[config.mk]
export PLATFORM = sky130hd
export DESIGN_NAME = cpu_boot_ctrl_flat
export DESIGN_NICKNAME = d
export VERILOG_FILES = /design/src/rtl/cpu_boot_ctrl_if.sv /design/src/rtl/cpu_boot_ctrl.sv /design/src/flat_wrapper.sv
export SDC_FILE = /design/constraint.sdc
export NUM_CORES = 1
export LEC_CHECK = 0
export ABC_AREA = 1
export CORE_ASPECT_RATIO = 1.2
export CORE_MARGIN = 1
export CORE_UTILIZATION = 54
export CTS_CLUSTER_DIAMETER = 100
export DETAILED_ROUTE_END_ITERATION = 7
export PLACE_DENSITY = 0.83
export SLEW_MARGIN = 10
export SYNTH_ARGS = -nofsm -noshare
export SYNTH_HDL_FRONTEND = slang
export SYNTH_SLANG_ARGS = --single-unit
[constraint.sdc]
create_clock -name clock -period 1.8 [get_ports clock]
set_input_delay 0.27 -clock clock [delete_from_list [all_inputs] [get_ports clock]]
set_output_delay 0.27 -clock clock [all_outputs]
set_load 0.005 [all_outputs]
[src/rtl/cpu_boot_ctrl_if.sv]
// cpu_boot_ctrl_if: lock/button/programmer inputs and reset/mode outputs of the boot sequencer
// master drives locked, prog_btn, upg_done and observes cpu_rst, upg_rst, prog_mode, state_dbg; slave is the sequencer side
interface cpu_boot_ctrl_if;
  logic       locked;
  logic       prog_btn;
  logic       upg_done;
  logic       cpu_rst;
  logic       upg_rst;
  logic       prog_mode;
  logic [2:0] state_dbg;
  modport master (output locked, prog_btn, upg_done, input cpu_rst, upg_rst, prog_mode, state_dbg);
  modport slave (input locked, prog_btn, upg_done, output cpu_rst, upg_rst, prog_mode, state_dbg);
endinterface

[src/rtl/cpu_boot_ctrl.sv]
// cpu_boot_ctrl: PLL-lock reset sequencer with debounced run/programmer mode toggle
// ports: clock, reset_n (async active-low); bus.slave in: locked, prog_btn, upg_done; out: cpu_rst, upg_rst, prog_mode, state_dbg
module cpu_boot_ctrl #(
  parameter int DEBOUNCE_CYCLES = 220000,
  parameter int RST_HOLD = 16,
  parameter int CNT_W = 18
) (
  input logic clock,
  input logic reset_n,
  cpu_boot_ctrl_if.slave bus
);
  typedef enum logic [2:0] {WAIT_LOCK = 3'd0, HOLD = 3'd1, RUN = 3'd2, PROG = 3'd3, EXIT = 3'd4} state_t;
  localparam logic [CNT_W-1:0] DMAX = CNT_W'(DEBOUNCE_CYCLES - 1);
  localparam logic [CNT_W-1:0] HMAX = CNT_W'(RST_HOLD - 1);
  state_t st, ns;
  logic [1:0] l_q, b_q, u_q;
  logic btn_st, btn_d, u_d;
  logic [CNT_W-1:0] dcnt, hcnt;
  logic locked_s, btn_s, done_s, press, done_p;
  assign locked_s = l_q[1];
  assign btn_s = b_q[1];
  assign done_s = u_q[1];
  assign press = btn_st & ~btn_d;
  assign done_p = done_s & ~u_d;
  assign bus.state_dbg = st;
  always_comb begin
    ns = st;
    case (st)
      WAIT_LOCK: ns = locked_s ? HOLD : WAIT_LOCK;
      HOLD, EXIT: ns = (hcnt == HMAX) ? RUN : st;
      RUN: ns = press ? PROG : RUN;
      PROG: ns = (press | done_p) ? EXIT : PROG;
      default: ns = WAIT_LOCK;
    endcase
    if (!locked_s) ns = WAIT_LOCK;
  end
  // outputs are decoded from the next state so they change together with state_dbg
  always_ff @(posedge clock or negedge reset_n) begin
    if (!reset_n) begin
      st <= WAIT_LOCK;
      l_q <= '0;
      b_q <= '0;
      u_q <= '0;
      btn_st <= 1'b0;
      btn_d <= 1'b0;
      u_d <= 1'b0;
      dcnt <= '0;
      hcnt <= '0;
      bus.cpu_rst <= 1'b1;
      bus.upg_rst <= 1'b1;
      bus.prog_mode <= 1'b0;
    end else begin
      st <= ns;
      l_q <= {l_q[0], bus.locked};
      b_q <= {b_q[0], bus.prog_btn};
      u_q <= {u_q[0], bus.upg_done};
      btn_st <= (btn_s != btn_st && dcnt == DMAX) ? btn_s : btn_st;
      btn_d <= btn_st;
      u_d <= done_s;
      dcnt <= (btn_s == btn_st || dcnt == DMAX) ? '0 : dcnt + 1'b1;
      // restarts at 0 on every state change, so HOLD and EXIT each see a fresh count
      hcnt <= (ns != st) ? '0 : hcnt + 1'b1;
      bus.cpu_rst <= ns != RUN;
      bus.upg_rst <= ns != PROG;
      bus.prog_mode <= ns == PROG;
    end
  end
endmodule

[src/flat_wrapper.sv]
// flat-port wrapper written by rule: the top's interface ports become plain ports
module cpu_boot_ctrl_flat 
#(
  parameter int DEBOUNCE_CYCLES = 220000,
  parameter int RST_HOLD = 16,
  parameter int CNT_W = 18
)
  (clock, reset_n, bus_locked, bus_prog_btn, bus_upg_done, bus_cpu_rst, bus_upg_rst, bus_prog_mode, bus_state_dbg);
  cpu_boot_ctrl_if bus_i ();
  input logic clock;
  input logic reset_n;
  input wire logic [$bits(bus_i.locked)-1:0] bus_locked;
  input wire logic [$bits(bus_i.prog_btn)-1:0] bus_prog_btn;
  input wire logic [$bits(bus_i.upg_done)-1:0] bus_upg_done;
  output wire logic [$bits(bus_i.cpu_rst)-1:0] bus_cpu_rst;
  output wire logic [$bits(bus_i.upg_rst)-1:0] bus_upg_rst;
  output wire logic [$bits(bus_i.prog_mode)-1:0] bus_prog_mode;
  output wire logic [$bits(bus_i.state_dbg)-1:0] bus_state_dbg;
  assign bus_i.locked = bus_locked;
  assign bus_i.prog_btn = bus_prog_btn;
  assign bus_i.upg_done = bus_upg_done;
  assign bus_cpu_rst = bus_i.cpu_rst;
  assign bus_upg_rst = bus_i.upg_rst;
  assign bus_prog_mode = bus_i.prog_mode;
  assign bus_state_dbg = bus_i.state_dbg;
  cpu_boot_ctrl #(.DEBOUNCE_CYCLES(DEBOUNCE_CYCLES), .RST_HOLD(RST_HOLD), .CNT_W(CNT_W)) u_core (.clock(clock), .reset_n(reset_n), .bus(bus_i));
endmodule
==> metrics, run 1 <==
CP max stage cell=dfrtp_1; Skew-Pair Late Insertion Delay=310 ps; CTS clk-pin slew, worst paths=100 ps; final hold violation count=0; core area=4561 um^2; CTS tree=built; max cap viols=0; Slew HR=0.8029; DIE WIDTH=64.82 um; Total Routing Usage GR=0.1965; first-pass GRT wire length=7.652 mm; Synth cell types=32; total number of vias=2000; Die Ht=77.39 um; # IOs=11; htree depth=2; FF+latch count, synth=51; FP Rows=27; vias in the first global route=1917; setup violators final=11; Syn-to-layout area delta=26.91%; Leak Pwr=0.001432 uW; Critical Path RT=2020 ps; Reg2Reg Setup Slack=-30 ps; clock buffer depth=2; worst setup path category=reg2reg; placer congestion estimate=0.8332; failing checks=negative setup slack; TritonCTS Sinks=51; Layout Nets=336; largest net degree at the start of global routing=52; crit path capture type=flop; First DRT Iteration DRCs=76; Max Transition Viols Final=0; Fin Hold WS=365.8 ps; sequential share of the synthesized area=0.5000; crit path DAT=2050 ps; Setup Skew=11.25 ps; minimum clock period=1827 ps; CTS root buffer=clkbuf_8; final setup margin=-27.22 ps; CP Launch Type=flop; Tcrit/Tclk final=1.015; mean post-synth cell area=9.005 um^2; Worst-Margin Slew=295.6 ps; initial core utilization=0.5608; outcome=finished with violations; CTS Buf Count=5; initial antenna violation count=0; Residual DRC=0; most frequent cells in the layout=47 x nand2_1, 46 x dfrtp_1, 34 x inv_1; synthesized instance count=284; antenna viol nets, final=0; commonest non-fill, non-tap cell in the layout=nand2_1; n_diodes=0; drt wl/cell=13.91 um; Hold WC Path Type=reg2reg; CP Cell Sequence=ha_2 -> nand2_2 -> nor3_2 -> nand2_1 -> nor2_2 -> nand2_2 -> nor2_2 -> nand3_2 -> xor2_1 -> nand2_1 -> inv_1; Ys Warns=0; syn nets=291; slowest cell delay on critical path=400 ps; Pwr per Cell Area=660.7 nW/um^2; dpl ws=-41.40 ps; Fmax achieved=0.5473 GHz; Post-Syn Area=2557 um^2; PortBufs=10; grt ovf=0; RSZ-0062 raised after global routing=true; half-perimeter wire length after placement=3.124 mm; share of cells above drive strength 1=0.3394; worst IR drop on VDD=0.0005284 V; Die ar.=5016 um^2; DRT Pass-1 Iters=4; vias per cell=5.155; crit path max fanout=5; Total Routed Length=5.396 mm
[synth_stat cells, drive strengths merged]
cell type | instances | area [um^2]
nor2 | 61 | 346.6
nand2 | 56 | 235.2
dfrtp | 49 | 1226
inv | 36 | 135.1
nand3 | 21 | 130.1
xor2 | 15 | 131.4
a21oi | 9 | 45.04
o21ai | 9 | 52.55
nor3 | 8 | 45.04
nand4 | 3 | 18.77
xnor2 | 3 | 26.28
dfstp | 2 | 52.55
ha | 2 | 25.02
a211o | 1 | 8.760
a211oi | 1 | 7.510
buf | 1 | 20.02
clkbuf | 1 | 3.750
mux2 | 1 | 11.26
nor3b | 1 | 7.510
nor4 | 1 | 6.260
o21bai | 1 | 7.510
or2 | 1 | 8.760
or3 | 1 | 6.260
[sequential cells by signal, summed over array words and instances, names as in the netlist, 2 cells and up]
name                  cells
u_core.dcnt              18
u_core.u_q                2
u_core.hcnt              18
u_core.bus.state_dbg      3
u_core.l_q                2
u_core.b_q                2
[critical path, delay by kind of cell (launching register included)]
family	cells	cell delay, ps
buffers and inverters	1	40
xor gates and xnor gates	1	140
and+or+nand+nor	8	940
adders and majority gates	1	220
DFF	1	400
[cell families (layout without fill, tap and decap cells)]
| family | Yosys count | after routing | share of synthesized area |
|---|---|---|---|
| flops | 51 | 51 | 0.5000 |
| xor+xnor | 18 | 18 | 0.06165 |
| fa+ha+maj | 2 | 2 | 0.009783 |
| buf+inv | 38 | 81 | 0.06213 |
| compound gates | 21 | 21 | 0.04746 |
| simple gates | 153 | 156 | 0.3146 |
| mux | 1 | 1 | 0.004403 |
[final cells by class]
class | instances | area, um^2
Clock buffer | 5 | 68.82
Clock inverter | 3 | 27.53
Fill cell | 334 | 1315
Inverter | 36 | 135.1
Multi-Input combinational cell | 198 | 1334
Sequential cell | 51 | 1282
Tap cell | 58 | 72.57
Timing Repair Buffer | 37 | 325.3
[routing by layer]
| layer | part of all wire | GRT usage | up-vias |
|---|---|---|---|
| li1 | - | - | 982 |
| met1 | 0.39 | 0.2014 | 962 |
| met2 | 0.56 | 0.3698 | 41 |
| met3 | 0.021 | 0.03824 | 15 |
| met4 | 0.024 | 0.09333 | 0 |
| met5 | 0 | 0 | - |
[metrics by stage]
| step | total power (uW) | utilization | TNS, ps | cell area, um^2 | std cells |
|---|---|---|---|---|---|
| global route | 2220 | 0.7117 | -2432 | 3246 | 388 |
| finish | 2144 | 0.7117 | -67.72 | 3246 | 388 |
| global placement | 1374 | 0.6082 | 0 | 2774 | 358 |
| detailed placement | 1378 | 0.6082 | -232.8 | 2774 | 358 |
| floorplan | 1311 | - | 0 | 2557 | 284 |
| CTS | 2077 | 0.6335 | -105.1 | 2889 | 367 |
[path summary, 6_finish.rpt]
| check | cells after the start | to | from |
|---|---|---|---|
| worst max register to register | 11 | u_core.dcnt[16] | u_core.dcnt[1] |
| worst min-delay path | 0 | u_core.l_q[1] | u_core.l_q[0] |
| max in group asynchronous | 3 | u_core.bus.cpu_rst | reset_n |
| worst max-delay path | 11 | u_core.dcnt[16] | u_core.dcnt[1] |
| worst min register to register | 0 | u_core.l_q[1] | u_core.l_q[0] |
| min in group asynchronous | 3 | u_core.dcnt[5] | reset_n |
[power by group]
| part | switching (uW) | total, uW | internal [uW] |
|---|---|---|---|
| Clock | 417 | 703 | 286 |
| Combinational | 146 | 242 | 95.8 |
| Sequential | 26.6 | 1200 | 1170 |
[timing repair]
item,in CTS,in global routing
hold buffers,1,0
gates resized for setup,1,43
hold endpoints to repair,49,0
setup buffers,0,18
pin swaps,1,18
gates cloned,0,3
setup endpoints to repair,19,22
(Power assumes the default switching activity.)
==> inputs of run 2 (changes only) <==
- CORE_UTILIZATION: 54 -> 35
- PLACE_DENSITY: 0.83 -> 0.61
==> run 2 against run 1 <==
Compared with the run above: sequential cell count is the same; clock skew increased by 3.3 ps; hold slack worse by 9.0 ps; maximum frequency grew 1.4%; non-clock buffer count is 5 lower; via count fell by 4.9%; the run still ends with negative setup slack left; sequential share of layout area is 0.39 points higher; combinational power fell by 5%.
==> metrics, run 2 (synthesis results as in run 1) <==
clock power share=0.327 (was 0.328); CTS clk-pin slew, worst paths=110 ps (was 100 ps); Tcrit/Tclk final=1.001 (was 1.015); DIE WIDTH=80.04 um (was 64.82 um); Leak Pwr=0.001410 uW (was 0.001432 uW); slowest cell delay on critical path=450 ps (was 400 ps); Max Transition Viols Final=0 (unchanged); failing checks=negative setup slack (unchanged); vias per cell=4.619 (was 5.155); n_diodes=0 (unchanged); hold path start=u_core.l_q[0] (unchanged); grt ovf=0 (unchanged); placer congestion estimate=0.8049 (was 0.8332); FP Rows=33 (was 27); Fin Hold WS=356.7 ps (was 365.8 ps); First DRT Iteration DRCs=51 (was 76); commonest non-fill, non-tap cell in the layout=dfrtp_1 (was nand2_1); Skew-Pair Late Insertion Delay=310 ps (about the same); Syn-to-layout area delta=25.29% (was 26.91%); TritonCTS Sinks=51 (unchanged); core area=6937 um^2 (was 4561 um^2); Worst Setup SP=u_core.hcnt[1] (was u_core.dcnt[1]); worst hold path stage count=0 (unchanged); crit path max fanout=5 (unchanged); Pwr per Cell Area=664.8 nW/um^2 (was 660.7 nW/um^2); drt wl/cell=11.48 um (was 13.91 um); initial antenna violation count=0 (unchanged); critical path depth=14 (was 11); Total Routing Usage GR=0.1300 (was 0.1965); Comb pwr share=0.108 (was 0.113); worst-case reg-to-reg path depth=14 (was 11); total number of vias=1903 (was 2000); Setup Skew=14.57 ps (was 11.25 ps); CP Cell Sequence=ha_4 -> nand3_4 -> nor2_1 -> nand2_1 -> nand2_1 -> nand2_1 -> nand2_2 -> nand2_2 -> nand2_2 -> nand2_2 -> nor2_4 -> buf_12 -> nand2_8 -> nor2_4 (was ha_2 -> nand2_2 -> nor3_2 -> nand2_1 -> nor2_2 -> nand2_2 -> nor2_2 -> nand3_2 -> xor2_1 -> nand2_1 -> inv_1); outcome=finished with violations (unchanged); sw frac=0.2697 (was 0.2751); Pwr Total=2130 uW (was 2144 uW); R2R Path Start=u_core.hcnt[1] (was u_core.dcnt[1]); minimum clock period=1802 ps (was 1827 ps); initial core utilization=0.3687 (was 0.5608); Total Routed Length=4.729 mm (was 5.396 mm); antenna viol nets, final=0 (unchanged); half-perimeter wire length after placement=3.161 mm (was 3.124 mm); largest net degree at the start of global routing=34 (was 52); fill cell count=683 (was 334); CTS tree=built (unchanged); CP bufs+invs=1 (unchanged); final hold violation count=0 (unchanged); Sw Pwr=574.5 uW (was 589.9 uW); Fmax achieved=0.5550 GHz (was 0.5473 GHz); Die Ht=95.64 um (was 77.39 um); htree depth=2 (unchanged); Hold WC Path Type=reg2reg (unchanged); setup violators final=2 (was 11); max cap viols=0 (unchanged); share of cells above drive strength 1=0.2862 (was 0.3394); Residual DRC=0 (unchanged); crit path DAT=2040 ps (was 2050 ps); PortBufs=10 (unchanged); CTS root buffer=clkbuf_8 (unchanged); Layout Nets=331 (was 336); first-pass GRT wire length=7.741 mm (was 7.652 mm); Int Pwr=1556 uW (was 1554 uW); Die ar.=7655 um^2 (was 5016 um^2); Critical Path RT=2040 ps (was 2020 ps); CP max stage cell=dfrtp_1 (unchanged); Worst-Margin Slew=478.0 ps (was 295.6 ps); vias in the first global route=1814 (was 1917); dpl cells=392 (was 358); Final Non-Filler Cells=412 (was 388); CP Launch Type=flop (unchanged); Slew HR=0.6813 (was 0.8029); cell mode on critical path=nand2_2; DRT Pass-1 Iters=4 (unchanged); Top delay family on crit path=simple AND/OR/NAND/NOR gates (unchanged); worst IR drop on VDD=0.0005522 V (was 0.0005284 V); Seq pwr share=0.565 (was 0.559); worst setup path category=reg2reg (unchanged); clock buffer depth=2 (unchanged); RSZ-0062 raised after global routing=true (unchanged); CTS Buf Count=5 (unchanged); most frequent cells in the layout=49 x dfrtp_1, 47 x nand2_1, 35 x inv_1 (was 47 x nand2_1, 46 x dfrtp_1, 34 x inv_1); final setup margin=-1.802 ps (was -27.22 ps); # IOs=11 (unchanged); crit path capture type=flop (unchanged)
-- run 2: cell types whose count changed in the layout (fill, tap and decap cells not counted), moves of 3 or more --
cell	previous run	this run
dfrtp_2	3	0
nor2_1	23	29
buf_4	24	19
nor2_2	19	14
dfrtp_1	46	49
-- run 2: what timing repair did --
item	in CTS	in global routing
resized for setup	2	27
endpoints found under the setup margin	18	22
pin swaps	0	14
hold buffers	1	0
buffers inserted	0	8
gates cloned	0	3
hold endpoints to repair	16	0
-- run 2: per-stage QoR --
| stage | TNS (ps) | setup WS (ps) | utilization | instance area, um^2 |
|---|---|---|---|---|
| finish | -3.307 | -1.802 | 0.4619 | 3204 |
| global route | -1943 | -117.7 | 0.4619 | 3204 |
| CTS | 0 | 2.567 | 0.4284 | 2972 |
| detailed placement | -42.43 | -13.07 | 0.4105 | 2848 |
| global placement | 0 | 5.670 | 0.4105 | 2848 |
| floorplan | 0 | 103.2 | - | 2557 |
-- run 2: power groups by stage --
stage,Combinational (uW),Sequential (uW),Clock [uW]
final,231,1200,696
after global routing,256,1210,764
after CTS,162,1200,720
after detailed placement,155,1220,0
after global placement,155,1220,0
after floorplan,93.7,1220,0
-- run 2: layout make-up --
| class | instances | area (um^2) | area share |
|---|---|---|---|
| Tap cell | 87 | 108.9 | 0.03397 |
| Sequential cell | 51 | 1279 | 0.3991 |
| Timing Repair Buffer | 32 | 287.8 | 0.08981 |
| Multi-Input combinational cell | 198 | 1296 | 0.4045 |
| Inverter | 36 | 135.1 | 0.04217 |
| Clock buffer | 5 | 68.82 | 0.02148 |
| Clock inverter | 3 | 28.78 | 0.008981 |
-- run 2: worst paths after layout --
check                                   to  slack [ps]
hold / removal               u_core.l_q[1]         360
hold reg to reg              u_core.l_q[1]         360
setup / recovery            u_core.hcnt[8]          -2
min in group asynchronous   u_core.hcnt[6]         440
setup reg to reg            u_core.hcnt[8]          -2
max in group asynchronous  u_core.dcnt[13]         820
-- run 2: metal layers --
metal,track usage,share of wire,vias to the layer above
li1,-,-,972
met4,0.02679,0.0097,0
met2,0.2343,0.51,23
met5,0,0,-
met3,0.02584,0.022,4
met1,0.1602,0.45,904
==> inputs of run 3 (changes only) <==
- ABC_CLOCK_PERIOD_IN_PS: default -> 1800
- CTS_CLUSTER_SIZE: default -> 14
==> results of run 3 <==
No change in the layout: final DEF, timing and power equal those of run 2.
